$ cat src/rtl/cordic_vectoring_if.sv
// rtl/cordic_vectoring_if.sv - start/done operand and polar-result bundle for cordic_vectoring
// master drives the operand, slave (the engine) returns busy/done and the polar result.

interface cordic_vectoring_if;
   logic               start;
   logic signed [31:0] re;
   logic signed [31:0] im;
   logic               busy;
   logic               done;
   logic [33:0]        mag;
   logic [31:0]        angle;
   logic [65:0]        polar;

   modport master (
      output start, re, im,
      input  busy, done, mag, angle, polar
   );

   modport slave (
      input  start, re, im,
      output busy, done, mag, angle, polar
   );
endinterface

$ cat src/rtl/cordic_vectoring.sv
// rtl/cordic_vectoring.sv - iterative CORDIC vectoring engine: (re, im) -> {magnitude, BAM angle}
// Optional build macro CORDIC_GAIN_COMP_EN adds a GAIN state that removes the CORDIC gain from mag.

module cordic_vectoring #(
   parameter int ITER = 30,
   parameter int AW   = 32
) (
   input  logic              clock,
   input  logic              reset,
   cordic_vectoring_if.slave bus
);
   // Eight fractional guard bits below the 34-bit integer datapath keep shift truncation out of mag.
   localparam int         GB   = 8;
   localparam int         XW   = 34 + GB;
   localparam logic [4:0] LAST = 5'(ITER - 1);

   typedef enum logic [2:0] {
      S_IDLE,
      S_PRE,
      S_ROT,
      S_GAIN,
      S_DONE
   } state_t;

   state_t               state;
   logic signed [XW-1:0] x;
   logic signed [XW-1:0] y;
   logic signed [XW-1:0] x_sh;
   logic signed [XW-1:0] y_sh;
   logic [AW-1:0]        z;
   logic [4:0]           iter;
   logic                 zero_in;
   logic                 busy_q;
   logic                 done_q;
   logic [33:0]          mag_q;
   logic [33:0]          mag_val;
   logic [AW-1:0]        angle_q;
   logic [AW-1:0]        angle_val;
   logic [33+AW:0]       polar_q;

   function automatic logic [AW-1:0] atan_tab(input logic [4:0] idx);
      case (idx)
         5'd0:    atan_tab = 32'h2000_0000;
         5'd1:    atan_tab = 32'h12E4_051E;
         5'd2:    atan_tab = 32'h09FB_385B;
         5'd3:    atan_tab = 32'h0511_11D4;
         5'd4:    atan_tab = 32'h028B_0D43;
         5'd5:    atan_tab = 32'h0145_D7E1;
         5'd6:    atan_tab = 32'h00A2_F61E;
         5'd7:    atan_tab = 32'h0051_7C55;
         5'd8:    atan_tab = 32'h0028_BE53;
         5'd9:    atan_tab = 32'h0014_5F2F;
         5'd10:   atan_tab = 32'h000A_2F98;
         5'd11:   atan_tab = 32'h0005_17CC;
         5'd12:   atan_tab = 32'h0002_8BE6;
         5'd13:   atan_tab = 32'h0001_45F3;
         5'd14:   atan_tab = 32'h0000_A2FA;
         5'd15:   atan_tab = 32'h0000_517D;
         5'd16:   atan_tab = 32'h0000_28BE;
         5'd17:   atan_tab = 32'h0000_145F;
         5'd18:   atan_tab = 32'h0000_0A30;
         5'd19:   atan_tab = 32'h0000_0518;
         5'd20:   atan_tab = 32'h0000_028C;
         5'd21:   atan_tab = 32'h0000_0146;
         5'd22:   atan_tab = 32'h0000_00A3;
         5'd23:   atan_tab = 32'h0000_0051;
         5'd24:   atan_tab = 32'h0000_0029;
         5'd25:   atan_tab = 32'h0000_0014;
         5'd26:   atan_tab = 32'h0000_000A;
         5'd27:   atan_tab = 32'h0000_0005;
         5'd28:   atan_tab = 32'h0000_0003;
         5'd29:   atan_tab = 32'h0000_0001;
         5'd30:   atan_tab = 32'h0000_0001;
         default: atan_tab = '0;
      endcase
   endfunction

   assign x_sh = x >>> iter;
   assign y_sh = y >>> iter;

`ifdef CORDIC_GAIN_COMP_EN
   localparam int PW = XW + 32;
   logic [33:0] mag_gain;
   logic [33:0] mag_res;

   // K = 0x9B74EDA8 / 2^32 ~ 0.607253, rounded; the guard bits are dropped in the same shift.
   assign mag_gain = 34'((PW'($unsigned(x)) * PW'(32'h9B74_EDA8) + (PW'(1) << (31 + GB))) >> (32 + GB));
   assign mag_val  = zero_in ? '0 : mag_res;
`else
   logic [33:0] x_round;

   assign x_round = 34'(($unsigned(x) + XW'(1 << (GB - 1))) >> GB);
   assign mag_val = zero_in ? '0 : x_round;
`endif

   // A zero operand has no defined angle; force both results rather than report the iteration residue.
   assign angle_val = zero_in ? '0 : z;

   always_ff @(posedge clock) begin
      if (reset) begin
         state   <= S_IDLE;
         x       <= '0;
         y       <= '0;
         z       <= '0;
         iter    <= '0;
         zero_in <= 1'b0;
         busy_q  <= 1'b0;
         done_q  <= 1'b0;
         mag_q   <= '0;
         angle_q <= '0;
         polar_q <= '0;
`ifdef CORDIC_GAIN_COMP_EN
         mag_res <= '0;
`endif
      end else begin
         done_q <= 1'b0;
         case (state)
            S_IDLE: begin
               if (bus.start) begin
                  x       <= {{2{bus.re[31]}}, bus.re, {GB{1'b0}}};
                  y       <= {{2{bus.im[31]}}, bus.im, {GB{1'b0}}};
                  zero_in <= (bus.re == '0) && (bus.im == '0);
                  state   <= S_PRE;
               end
            end
            S_PRE: begin
               busy_q <= 1'b1;
               iter   <= '0;
               state  <= S_ROT;
               // Left half-plane operands are turned by -/+90 degrees so the rotations start with x >= 0.
               if (!x[XW-1]) begin
                  z <= '0;
               end else if (!y[XW-1]) begin
                  x <= y;
                  y <= -x;
                  z <= 32'h4000_0000;
               end else begin
                  x <= -y;
                  y <= x;
                  z <= 32'hC000_0000;
               end
            end
            S_ROT: begin
               if (y[XW-1]) begin
                  x <= x - y_sh;
                  y <= y + x_sh;
                  z <= z - atan_tab(iter);
               end else begin
                  x <= x + y_sh;
                  y <= y - x_sh;
                  z <= z + atan_tab(iter);
               end
               if (iter == LAST) begin
`ifdef CORDIC_GAIN_COMP_EN
                  state <= S_GAIN;
`else
                  state <= S_DONE;
`endif
               end else begin
                  iter <= iter + 5'd1;
               end
            end
`ifdef CORDIC_GAIN_COMP_EN
            S_GAIN: begin
               mag_res <= mag_gain;
               state   <= S_DONE;
            end
`endif
            S_DONE: begin
               mag_q   <= mag_val;
               angle_q <= angle_val;
               polar_q <= {mag_val, angle_val};
               done_q  <= 1'b1;
               busy_q  <= 1'b0;
               state   <= S_IDLE;
            end
            default: state <= S_IDLE;
         endcase
      end
   end

   assign bus.busy  = busy_q;
   assign bus.done  = done_q;
   assign bus.mag   = mag_q;
   assign bus.angle = angle_q;
   assign bus.polar = polar_q;
endmodule

$ cat src/flat_wrapper.sv
// flat-port wrapper written by rule: the top's interface ports become plain ports
module cordic_vectoring_flat 
#(
   parameter int ITER = 30,
   parameter int AW   = 32
)
  (clock, reset, bus_start, bus_re, bus_im, bus_busy, bus_done, bus_mag, bus_angle, bus_polar);
  cordic_vectoring_if bus_i ();
  input  logic clock;
  input  logic reset;
  input wire logic [$bits(bus_i.start)-1:0] bus_start;
  input wire logic [$bits(bus_i.re)-1:0] bus_re;
  input wire logic [$bits(bus_i.im)-1:0] bus_im;
  output wire logic [$bits(bus_i.busy)-1:0] bus_busy;
  output wire logic [$bits(bus_i.done)-1:0] bus_done;
  output wire logic [$bits(bus_i.mag)-1:0] bus_mag;
  output wire logic [$bits(bus_i.angle)-1:0] bus_angle;
  output wire logic [$bits(bus_i.polar)-1:0] bus_polar;
  assign bus_i.start = bus_start;
  assign bus_i.re = bus_re;
  assign bus_i.im = bus_im;
  assign bus_busy = bus_i.busy;
  assign bus_done = bus_i.done;
  assign bus_mag = bus_i.mag;
  assign bus_angle = bus_i.angle;
  assign bus_polar = bus_i.polar;
  cordic_vectoring #(.ITER(ITER), .AW(AW)) u_core (.clock(clock), .reset(reset), .bus(bus_i));
endmodule
$ cat config.mk
export PLATFORM = sky130hd
export DESIGN_NAME = cordic_vectoring_flat
export DESIGN_NICKNAME = d
export VERILOG_FILES = /design/src/rtl/cordic_vectoring_if.sv /design/src/rtl/cordic_vectoring.sv /design/src/flat_wrapper.sv
export SDC_FILE = /design/constraint.sdc
export NUM_CORES = 1
export LEC_CHECK = 0
export CAP_MARGIN = 15
export CELL_PAD_IN_SITES_DETAIL_PLACEMENT = 0
export CELL_PAD_IN_SITES_GLOBAL_PLACEMENT = 1
export CORE_MARGIN = 2
export CORE_UTILIZATION = 46
export CTS_CLUSTER_DIAMETER = 80
export DETAILED_ROUTE_END_ITERATION = 10
export PLACE_DENSITY = 0.92
export SYNTH_ARGS = -nofsm -noshare
export SYNTH_HDL_FRONTEND = slang
export SYNTH_SLANG_ARGS = --single-unit
$ cat constraint.sdc
create_clock -name clock -period 7.8 [get_ports clock]
set_input_delay 0.78 -clock clock [delete_from_list [all_inputs] [get_ports clock]]
set_output_delay 0.78 -clock clock [all_outputs]
set_load 0.02 [all_outputs]
==> results.yml <==
drt:
  drt_pass1_iterations: 6
  ant_nets: 0
  drc: 0
  via_per_inst: 6.74
  vias: 28600
  wire_per_inst_um: 26.5
  drtIter0Drc: 3599
  routed_wirelength_mm: 112
grt:
  use_met2_pct: 55.0
  grt_pass1_wl_mm: 166
  grt_max_degree: 68
  grt-busiest-layer: "met2"
  gr-usage-all-layers_pct: 35.3
  grt_util_met1_pct: 41.7
  gr-total-overflow: 0
  antenna_found_initial: 2
  grt_pass1_vias: 26700
  grt_use_met3_pct: 7.45
finish:
  fin_nets: 3650
  area_growth_pct: 10.1
  final_cell_mix: "331 x a21oi_1, 321 x nor2_1, 240 x nand2_1"
  fill_cells: 5800
  layout-drive-gt1-share_pct: 9.57
  final_common_cell: "a21oi_1"
power:
  power.density_mw_per_mm2: 258
  power_mw: 7.74
  vdd_drop_max_mv: 0.203
  p_leak_nw: 11.4
min_path:
  hold_end: "u_core.z[11]$_SDFFE_PP0N_"
  hold_depth: 2
  hold_path_startpoint: "u_core.z[11]$_SDFFE_PP0N_"
  hold_path_class: "register to register"
floorplan:
  std_cell_rows: 89
  fp.dieH_um: 247
  core_area_sq_mm: 0.0588
  die_w_um: 247
  die_area_sq_mm: 0.0612
  pin_count: 201
  start_util_pct: 46.4
synth:
  yosysTopAreaCellShare_pct: 16.4
  synth_edf_count: 0
  ys_types: 110
  synthCells: 3490
  ys_ff_latch: 223
  synth_largest_area_cell: "dfxtp_1"
  synth.yosys.seq_area_share_pct: 16.4
  ys_warn_count: 0
  synth_ff_type: "dfxtp_1"
  syn_area_per_cell_sq_um: 7.81
  synth_fp_nets: 3692
  synth.area.top_cells: "dfxtp_1 16%, mux4_2 7.6%, a21oi_1 6.1%"
  async_reset_ff_share_pct: 0
  synth_area_sq_mm: 0.0273
cts:
  cts_resized: 0
  clk_pin_slew_ps: 70
  clock_sinks: 223
  clock_latency_ps: 600
  postCtsSetupRepairBufs: 0
  cts_buffer_depth: 3
  cts_root_buf: "clkbuf_16"
  cts_made_buffers: 28
  holdBufCountCts: 0
  cts_tree: "yes"
  htree_num_levels: 1
setup_path:
  reg2reg_from: "u_core.iter[1]$_SDFFE_PP0P_"
  rr_worst_depth: 21
  cp_cell_sequence: "buf_12 -> nor2b_1 -> a211oi_1 -> a211oi_2 -> nand3_2 -> nor3_2 -> and2_1 -> a21oi_1 -> xor2_1 -> ha_1 -> a21o_1 -> a21o_1 -> a21o_1 -> a311o_1 -> a41oi_1 -> o21ai_0 -> nor4bb_1 -> or3_1 -> a31oi_1 -> xor2_1 -> o22ai_1"
  r2r_slack_ps: 850
  path_common_cell: "a21o_1"
  reg2reg_to: "u_core.x[40]$_SDFFE_PP0P_"
  end_kind: "register"
  crit_type: "register to register"
  crit_required_ps: 8250
  slowest_delay_ps: 860
  crit_arrival_ps: 7400
  startpoint_type: "register"
  cp_max_fo: 65
  crit_slowest_cell: "nor2b_1"
sta:
  worstMarginPinSlew_ps: 1160
  min_period_ps: 6950
  setup_viol: 0
  hold_ws_ps: 474
  fmax_mhz: 144
  finalHoldViolations: 0
  slew_headroom_pct: 21.7
  period_share_pct: 89.1
  rsz0062_at_grt: "no"
  fin_skew_ps: 18.8
  drv_slew: 0
  tns_ps: 0
placed_design:
  place.port_buffers: 200
  gp_congestion: 1.07
  hpwl_mm: 83.4
job:
  drv_cap: 0
status:
  status: "completed"
==> critical path, delay by kind of cell (launching register included) <==
| family | cells | cell delay [ps] |
|---|---|---|
| AOI/OAI and AO/OA | 11 | 2740 |
| xor gates and xnor gates | 2 | 370 |
| DFF | 1 | 590 |
| buffers and inverters | 1 | 390 |
| and+or+nand+nor | 6 | 2300 |
| adders and majority gates | 1 | 370 |
==> worst max path at each step <==
| stage | startpoint | to | slack, ps | cells after the start |
|---|---|---|---|---|
| after floorplan | u_core.iter[3]$_SDFFE_PP0P_ | u_core.y[38]$_SDFFE_PP0P_ | 1880 | 24 |
| after global routing | u_core.iter[3]$_SDFFE_PP0P_ | u_core.y[39]$_SDFFE_PP0P_ | 290 | 22 |
| after CTS | u_core.iter[3]$_SDFFE_PP0P_ | u_core.y[39]$_SDFFE_PP0P_ | 1050 | 22 |
| after detailed placement | u_core.iter[3]$_SDFFE_PP0P_ | u_core.y[39]$_SDFFE_PP0P_ | 1070 | 22 |
| final | u_core.iter[1]$_SDFFE_PP0P_ | u_core.x[40]$_SDFFE_PP0P_ | 850 | 21 |
| after global placement | u_core.iter[3]$_SDFFE_PP0P_ | u_core.y[39]$_SDFFE_PP0P_ | 1110 | 22 |
==> final cells by class <==
cell class                 count  area, sq um  area share [%]
tap                          773          967            3.22
inverter                      66          248           0.826
multi-input combinational   2845        20700            68.9
clock inverter                15          194           0.646
timing repair buffer         284         2660            8.85
clock buffer                  35          777            2.59
antenna                        2         5.00          0.0167
sequential                   223         4490            15.0
==> logic make-up after synthesis <==
family	Yosys count	share of synthesized area (%)
AOI/OAI and AO/OA	1105	26.8
and+or+nand+nor	1048	18.9
buffers and inverters	422	7.95
xor gates and xnor gates	297	9.54
muxes	260	14.1
DFF	223	16.4
adders and majority gates	135	6.28
==> synth_stat cells (all sizes together), types with 16 or more instances <==
cell,instances
nand2b,40
a21o,71
a211oi,34
xnor2,179
o21bai,17
o31ai,21
dfxtp,223
xor2,118
nand2,240
and2,28
ha,132
o21a,31
a31oi,49
mux4,94
or3,26
a22o,74
nor3,119
mux2,47
nand4,24
o22ai,56
nor2b,29
nand3,72
o211ai,21
a22oi,32
inv,62
a221o,16
and3,34
nor2,324
buf,157
mux2i,119
a221oi,32
o21ai,188
a21oi,335
clkbuf,199
nor4,39
==> per-stage QoR <==
step | std cells | instance area (sq um) | utilization (%) | setup slack [ps]
6_report | 4243 | 30000 | 51.0 | 849
5_1_grt | 4241 | 30000 | 51.0 | 286
4_1_cts | 4240 | 30000 | 51.0 | 1050
3_5_place_dp | 4190 | 29000 | 49.4 | 1070
3_3_place_gp | 4190 | 29000 | 49.4 | 1110
2_1_floorplan | 3490 | 27300 | - | 1880
==> routing by layer <==
layer  up-vias  routed length (um)  share of wire, %
met5         -                   0                 0
met4         0               10900               9.7
met3       513               10600               9.4
met2      1815               49200                44
met1     13400               41600                37
li1      12900                   -                 -
==> power breakdown <==
| part | switching [mW] | total (mW) | internal [mW] |
|---|---|---|---|
| Clock | 0.579 | 1.39 | 0.810 |
| Combinational | 2.92 | 4.78 | 1.85 |
| Sequential | 0.342 | 1.57 | 1.23 |
| Total | 3.85 | 7.74 | 3.89 |
Power figures use the tool's default switching activity.
